## src/rtl/pll_sequencer_if.sv

```systemverilog
// rtl/pll_sequencer_if.sv - PLL sequencer lock input, re-lock request and clock/reset control outputs
interface pll_sequencer_if;
    logic       locked;
    logic       request;
    logic       pll_rst;
    logic       clk_en;
    logic       sys_reset_n;
    logic       ready;
    logic [3:0] retries;

    modport master (
        output locked, request,
        input  pll_rst, clk_en, sys_reset_n, ready, retries
    );

    modport slave (
        input  locked, request,
        output pll_rst, clk_en, sys_reset_n, ready, retries
    );
endinterface

```

## src/rtl/pll_sequencer.sv

```systemverilog
// rtl/pll_sequencer.sv - PLL reset/lock/clock-enable/core-reset sequencer on the free-running 50 MHz clock
module pll_sequencer #(
    parameter int RST_CYCLES      = 16,
    parameter int LOCK_FILTER     = 1024,
    parameter int RELEASE_STAGGER = 32,
    parameter int RETRY_TIMEOUT   = 65535
) (
    input  logic            clock50,
    input  logic            reset_n,
    pll_sequencer_if.slave  bus
);
    localparam int CNT_MAX_A = (RST_CYCLES > LOCK_FILTER) ? RST_CYCLES : LOCK_FILTER;
    localparam int CNT_MAX_B = (RELEASE_STAGGER > RETRY_TIMEOUT) ? RELEASE_STAGGER : RETRY_TIMEOUT;
    localparam int CNT_MAX   = (CNT_MAX_A > CNT_MAX_B) ? CNT_MAX_A : CNT_MAX_B;
    localparam int CW        = $clog2(CNT_MAX + 1);

    localparam logic [CW-1:0] RST_LAST  = CW'(RST_CYCLES - 1);
    // The WAIT_LOCK cycle that first sees lock is the first of the LOCK_FILTER samples.
    localparam logic [CW-1:0] FILT_LAST = CW'((LOCK_FILTER >= 2) ? LOCK_FILTER - 2 : 0);
    localparam logic [CW-1:0] STAG_LAST = CW'((RELEASE_STAGGER >= 1) ? RELEASE_STAGGER - 1 : 0);
    localparam logic [CW-1:0] TMO_LAST  = CW'(RETRY_TIMEOUT);

    typedef enum logic [2:0] {
        S_RESET_PLL,
        S_WAIT_LOCK,
        S_FILTER,
        S_ENABLE,
        S_RUN
    } state_t;

    state_t        r_state;
    logic [CW-1:0] r_cnt;
    logic          r_lock_meta;
    logic          r_locked_s;
    logic          r_pll_rst;
    logic          r_clk_en;
    logic          r_sys_reset_n;
    logic          r_ready;
    logic [3:0]    r_retries;

    always_ff @(posedge clock50 or negedge reset_n) begin
        if (!reset_n) begin
            r_state       <= S_RESET_PLL;
            r_cnt         <= '0;
            r_lock_meta   <= 1'b0;
            r_locked_s    <= 1'b0;
            r_pll_rst     <= 1'b1;
            r_clk_en      <= 1'b0;
            r_sys_reset_n <= 1'b0;
            r_ready       <= 1'b0;
            r_retries     <= 4'd0;
        end else begin
            r_lock_meta <= bus.locked;
            r_locked_s  <= r_lock_meta;
            r_cnt       <= r_cnt + 1'b1;

            case (r_state)
                S_RESET_PLL: begin
                    if (r_cnt == RST_LAST) begin
                        r_state   <= S_WAIT_LOCK;
                        r_cnt     <= '0;
                        r_pll_rst <= 1'b0;
                    end
                end
                S_WAIT_LOCK: begin
                    if (r_locked_s) begin
                        r_state <= S_FILTER;
                        r_cnt   <= '0;
                    end else if (r_cnt == TMO_LAST) begin
                        r_state   <= S_RESET_PLL;
                        r_cnt     <= '0;
                        r_pll_rst <= 1'b1;
                        if (r_retries != 4'hF) begin
                            r_retries <= r_retries + 4'd1;
                        end
                    end
                end
                S_FILTER: begin
                    if (!r_locked_s) begin
                        r_state <= S_WAIT_LOCK;
                        r_cnt   <= '0;
                    end else if (r_cnt == FILT_LAST) begin
                        r_state  <= S_ENABLE;
                        r_cnt    <= '0;
                        r_clk_en <= 1'b1;
                    end
                end
                S_ENABLE: begin
                    if (!r_locked_s) begin
                        r_state   <= S_RESET_PLL;
                        r_cnt     <= '0;
                        r_pll_rst <= 1'b1;
                        r_clk_en  <= 1'b0;
                    end else if (r_cnt == STAG_LAST) begin
                        r_state       <= S_RUN;
                        r_cnt         <= '0;
                        r_sys_reset_n <= 1'b1;
                        r_ready       <= 1'b1;
                    end
                end
                S_RUN: begin
                    // Shutdown drops everything on one edge; a lock loss is not a timeout.
                    if (!r_locked_s || bus.request) begin
                        r_state       <= S_RESET_PLL;
                        r_cnt         <= '0;
                        r_pll_rst     <= 1'b1;
                        r_clk_en      <= 1'b0;
                        r_sys_reset_n <= 1'b0;
                        r_ready       <= 1'b0;
                    end
                end
                default: begin
                    r_state       <= S_RESET_PLL;
                    r_cnt         <= '0;
                    r_pll_rst     <= 1'b1;
                    r_clk_en      <= 1'b0;
                    r_sys_reset_n <= 1'b0;
                    r_ready       <= 1'b0;
                end
            endcase
        end
    end

    assign bus.pll_rst     = r_pll_rst;
    assign bus.clk_en      = r_clk_en;
    assign bus.sys_reset_n = r_sys_reset_n;
    assign bus.ready       = r_ready;
    assign bus.retries     = r_retries;
endmodule
```

## src/flat_wrapper.sv

```systemverilog
// flat-port wrapper written by rule: the top's interface ports become plain ports
module pll_sequencer_flat 
#(
    parameter int RST_CYCLES      = 16,
    parameter int LOCK_FILTER     = 1024,
    parameter int RELEASE_STAGGER = 32,
    parameter int RETRY_TIMEOUT   = 65535
)
  (clock50, reset_n, bus_locked, bus_request, bus_pll_rst, bus_clk_en, bus_sys_reset_n, bus_ready, bus_retries);
  pll_sequencer_if bus_i ();
  input  logic clock50;
  input  logic reset_n;
  input wire logic [$bits(bus_i.locked)-1:0] bus_locked;
  input wire logic [$bits(bus_i.request)-1:0] bus_request;
  output wire logic [$bits(bus_i.pll_rst)-1:0] bus_pll_rst;
  output wire logic [$bits(bus_i.clk_en)-1:0] bus_clk_en;
  output wire logic [$bits(bus_i.sys_reset_n)-1:0] bus_sys_reset_n;
  output wire logic [$bits(bus_i.ready)-1:0] bus_ready;
  output wire logic [$bits(bus_i.retries)-1:0] bus_retries;
  assign bus_i.locked = bus_locked;
  assign bus_i.request = bus_request;
  assign bus_pll_rst = bus_i.pll_rst;
  assign bus_clk_en = bus_i.clk_en;
  assign bus_sys_reset_n = bus_i.sys_reset_n;
  assign bus_ready = bus_i.ready;
  assign bus_retries = bus_i.retries;
  pll_sequencer #(.RST_CYCLES(RST_CYCLES), .LOCK_FILTER(LOCK_FILTER), .RELEASE_STAGGER(RELEASE_STAGGER), .RETRY_TIMEOUT(RETRY_TIMEOUT)) u_core (.clock50(clock50), .reset_n(reset_n), .bus(bus_i));
endmodule
```

## config.mk

```make
export PLATFORM = sky130hd
export DESIGN_NAME = pll_sequencer_flat
export DESIGN_NICKNAME = d
export VERILOG_FILES = /design/src/rtl/pll_sequencer_if.sv /design/src/rtl/pll_sequencer.sv /design/src/flat_wrapper.sv
export SDC_FILE = /design/constraint.sdc
export NUM_CORES = 1
export LEC_CHECK = 0
export BUFFER_PORTS_ARGS = -buffer_cell sky130_fd_sc_hd__clkbuf_2
export CORE_MARGIN = 1.5
export CORE_UTILIZATION = 53
export CTS_CLUSTER_DIAMETER = 100
export DETAILED_ROUTE_END_ITERATION = 8
export GPL_ROUTABILITY_DRIVEN = 1
export HOLD_SLACK_MARGIN = 0.05
export PLACE_DENSITY = 0.74
export SLEW_MARGIN = 10
export SYNTH_ARGS = -nofsm -noshare
export SYNTH_HDL_FRONTEND = slang
export SYNTH_SLANG_ARGS = --single-unit
```

## constraint.sdc

```tcl
create_clock -name clock50 -period 1.8 [get_ports clock50]
set_clock_uncertainty 0.05 [all_clocks]
set_input_delay 0.18 -clock clock50 [delete_from_list [all_inputs] [get_ports clock50]]
set_output_delay 0.18 -clock clock50 [all_outputs]
set_load 0.05 [all_outputs]
```

==> flow_summary.yaml <==
status:
  status: "finished with violations"
  violations: "negative setup slack"
clock_tree:
  clk_latency_ns: 0.36
  cts-root-buf: "clkbuf_4"
  path_clk_slew_ns: 0.17
  numCtsBuffers: 3
  tritoncts: "done"
  cts.sinks: 28
  htree_num_levels: 1
  cts_buffer_depth: 2
logic_synthesis:
  ys.flop_type: "dfrtp_1"
  synth.distinct_cells: 46
  async_flop_share_pct: 100
  synth_area_leaders: "dfrtp_1 (43%), xor2_1 (7.2%), nor2_2 (4.0%)"
  yosysTopAreaCellShare_pct: 42.9
  synth_cells: 152
  synth_edf_count: 0
  ys_seq_area_share_pct: 44.5
  netlist.top_cell.by_area: "dfrtp_1"
  ys_warn_count: 0
  synth_nets: 159
  ys_ff_latch: 28
  syn_avg_cell_area_um2: 10.4
  syn-cell-area_um2: 1580
placement:
  io_buffers: 11
  gp_congestion: 0.918
  place_hpwl_mm: 2.68
  place_ws_ns: -0.251
timing:
  max_slew_margin_pct: 54.1
  tightest_slew_ns: 0.689
  rsz0062_at_grt: "yes"
  slew_violations: 0
  hold_violations: 0
  setup_slack_ns: -0.294
  finalSetupViolCount: 22
  fmax_mhz: 478
  period_minus_slack_ns: 2.09
  finalCritPeriodShare_pct: 116
  whs_ns: 0.219
  fin_tns_setup_ns: -4.15
floorplanning:
  start_util_pct: 56.7
  die_w_um: 57.5
  die-area_um2: 3310
  core_um2: 2780
  pin_count: 12
  die_h_um: 57.5
  rows: 19
critical_path:
  crit_type: "reg -> reg"
  start_kind: "flip-flop"
  critical_path.max_fanout: 2
  end_kind: "flip-flop"
  cp.required_ns: 2.01
  r2r_slack_ns: -0.29
  cp.arrival_ns: 2.31
global_routing:
  grt_pass1_vias: 1372
  grt_max_degree: 29
  antenna_found_initial: 0
  grt_overflow_total: 0
  grt_pass1_wl_mm: 6.49
  grt_usage_pct: 25.7
finish:
  nets: 216
  fill_cells: 165
  layout_commonest_cell: "buf_4"
  area_growth_pct: 43.5
  num_antenna_cells: 0
  final_cell_mix: "buf_4 (36), dfrtp_1 (24), xor2_1 (13)"
  drive_above_1_share_pct: 51.4
pwr:
  p_total_mw: 2.35
  cellPowerDensity_nw_per_um2: 1040
  cellLeakagePower_nw: 0.980
  irDropWorstVdd_v: 0.000838
drt:
  drtAntennaViolNets: 0
  vias_per_cell: 6.15
  dr.pass1.iters: 4
  route.detailed.drc: 0
  vias: 1470
  finalWirelength_mm: 4.56
  drt_iter0_drc: 82
  wl_per_cell_um: 19.1
hold_path:
  hold_class: "in -> reg"
run:
  drv_cap: 0
## power breakdown
| group | internal [mW] | total [mW] | switching [mW] |
|---|---|---|---|
| clock network | 0.226 | 0.432 | 0.207 |
| logic | 0.532 | 1.12 | 0.591 |
| registers | 0.707 | 0.797 | 0.0897 |
| total | 1.47 | 2.35 | 0.888 |
## synth_stat cells (all sizes together) (2+ instances only)
cell,count
dfrtp,27
nor2,21
xor2,13
nand2,10
nor3,9
nand3,8
nand4,8
buf,5
nor4,4
xnor2,4
a211oi,3
a21oi,3
and3,3
ha,3
inv,3
or3,3
a41oi,2
and4,2
nor3b,2
o21ai,2
or4b,2
## cell families after synthesis
group                      count (synthesis)  share of synthesized area [%]
xor gates and xnor gates                  17                           9.44
muxes                                      2                           1.35
buffers and inverters                      9                           3.09
DFF                                       28                           44.5
adders and majority gates                  3                           2.38
AOI/OAI and AO/OA                         15                           8.73
and+or+nand+nor                           78                           30.5
## layer usage
metal	track usage [%]	vias up	part of all wire, %
li1	-	665	-
met1	34.1	735	40
met2	41.6	51	51
met3	3.17	19	4.6
met4	13.0	0	3.8
met5	0	-	0
## critical path: stages (launching register included)
cell and delay (ns):
dfrtp_2 0.45, ha_4 0.16, and4b_1 0.21, and2_2 0.23, a41oi_4 0.26, buf_4 0.16
buf_6 0.11, nor3_4 0.05, a221o_1 0.32
## registers in the layout, indices dropped and copies added, names as in the netlist
register and cells:
u_core.bus.clk_en 1, u_core.bus.pll_rst 1, u_core.bus.retries 4, u_core.bus.sys_reset_n 1, u_core.r_cnt 16, u_core.r_lock_meta 1, u_core.r_locked_s 1, u_core.r_state 3
## timing repair
item	4_1_cts	5_1_grt
setup buffers	5	6
setup endpoints to repair	22	26
gates resized for setup	14	25
pin swaps	19	12
hold endpoints to repair	28	0
hold buffers	2	0
## layout make-up
cell class / instances / area, µm² / area share [%]
Clock inverter: 1 / 30.0 / 1.33
Clock buffer: 3 / 22.5 / 0.996
Multi-Input combinational cell: 115 / 1010 / 44.5
Tap cell: 31 / 38.8 / 1.71
Inverter: 3 / 11.3 / 0.498
Timing Repair Buffer: 58 / 447 / 19.7
Sequential cell: 28 / 706 / 31.2
## worst paths after layout
check,end,cells after the start,startpoint
max in group asynchronous,u_core.r_cnt[0],2,reset_n
min,u_core.bus.clk_en,4,bus_request
max,u_core.r_state[0],8,u_core.r_cnt[0]
max reg2reg,u_core.r_state[0],8,u_core.r_cnt[0]
min reg2reg,u_core.r_locked_s,0,u_core.r_lock_meta
min in group asynchronous,u_core.bus.clk_en,2,reset_n
## stage by stage
| stage | instances | utilization [%] | instance area [µm²] |
|---|---|---|---|
| 4_1_cts | 235 | 75.6 | 2100 |
| 3_3_place_gp | 224 | 69.5 | 1930 |
| 6_report | 239 | 81.3 | 2260 |
| 3_5_place_dp | 224 | 69.5 | 1930 |
| 2_1_floorplan | 152 | - | 1610 |
| 5_1_grt | 239 | 81.3 | 2260 |
Power figures use the tool's default switching activity.
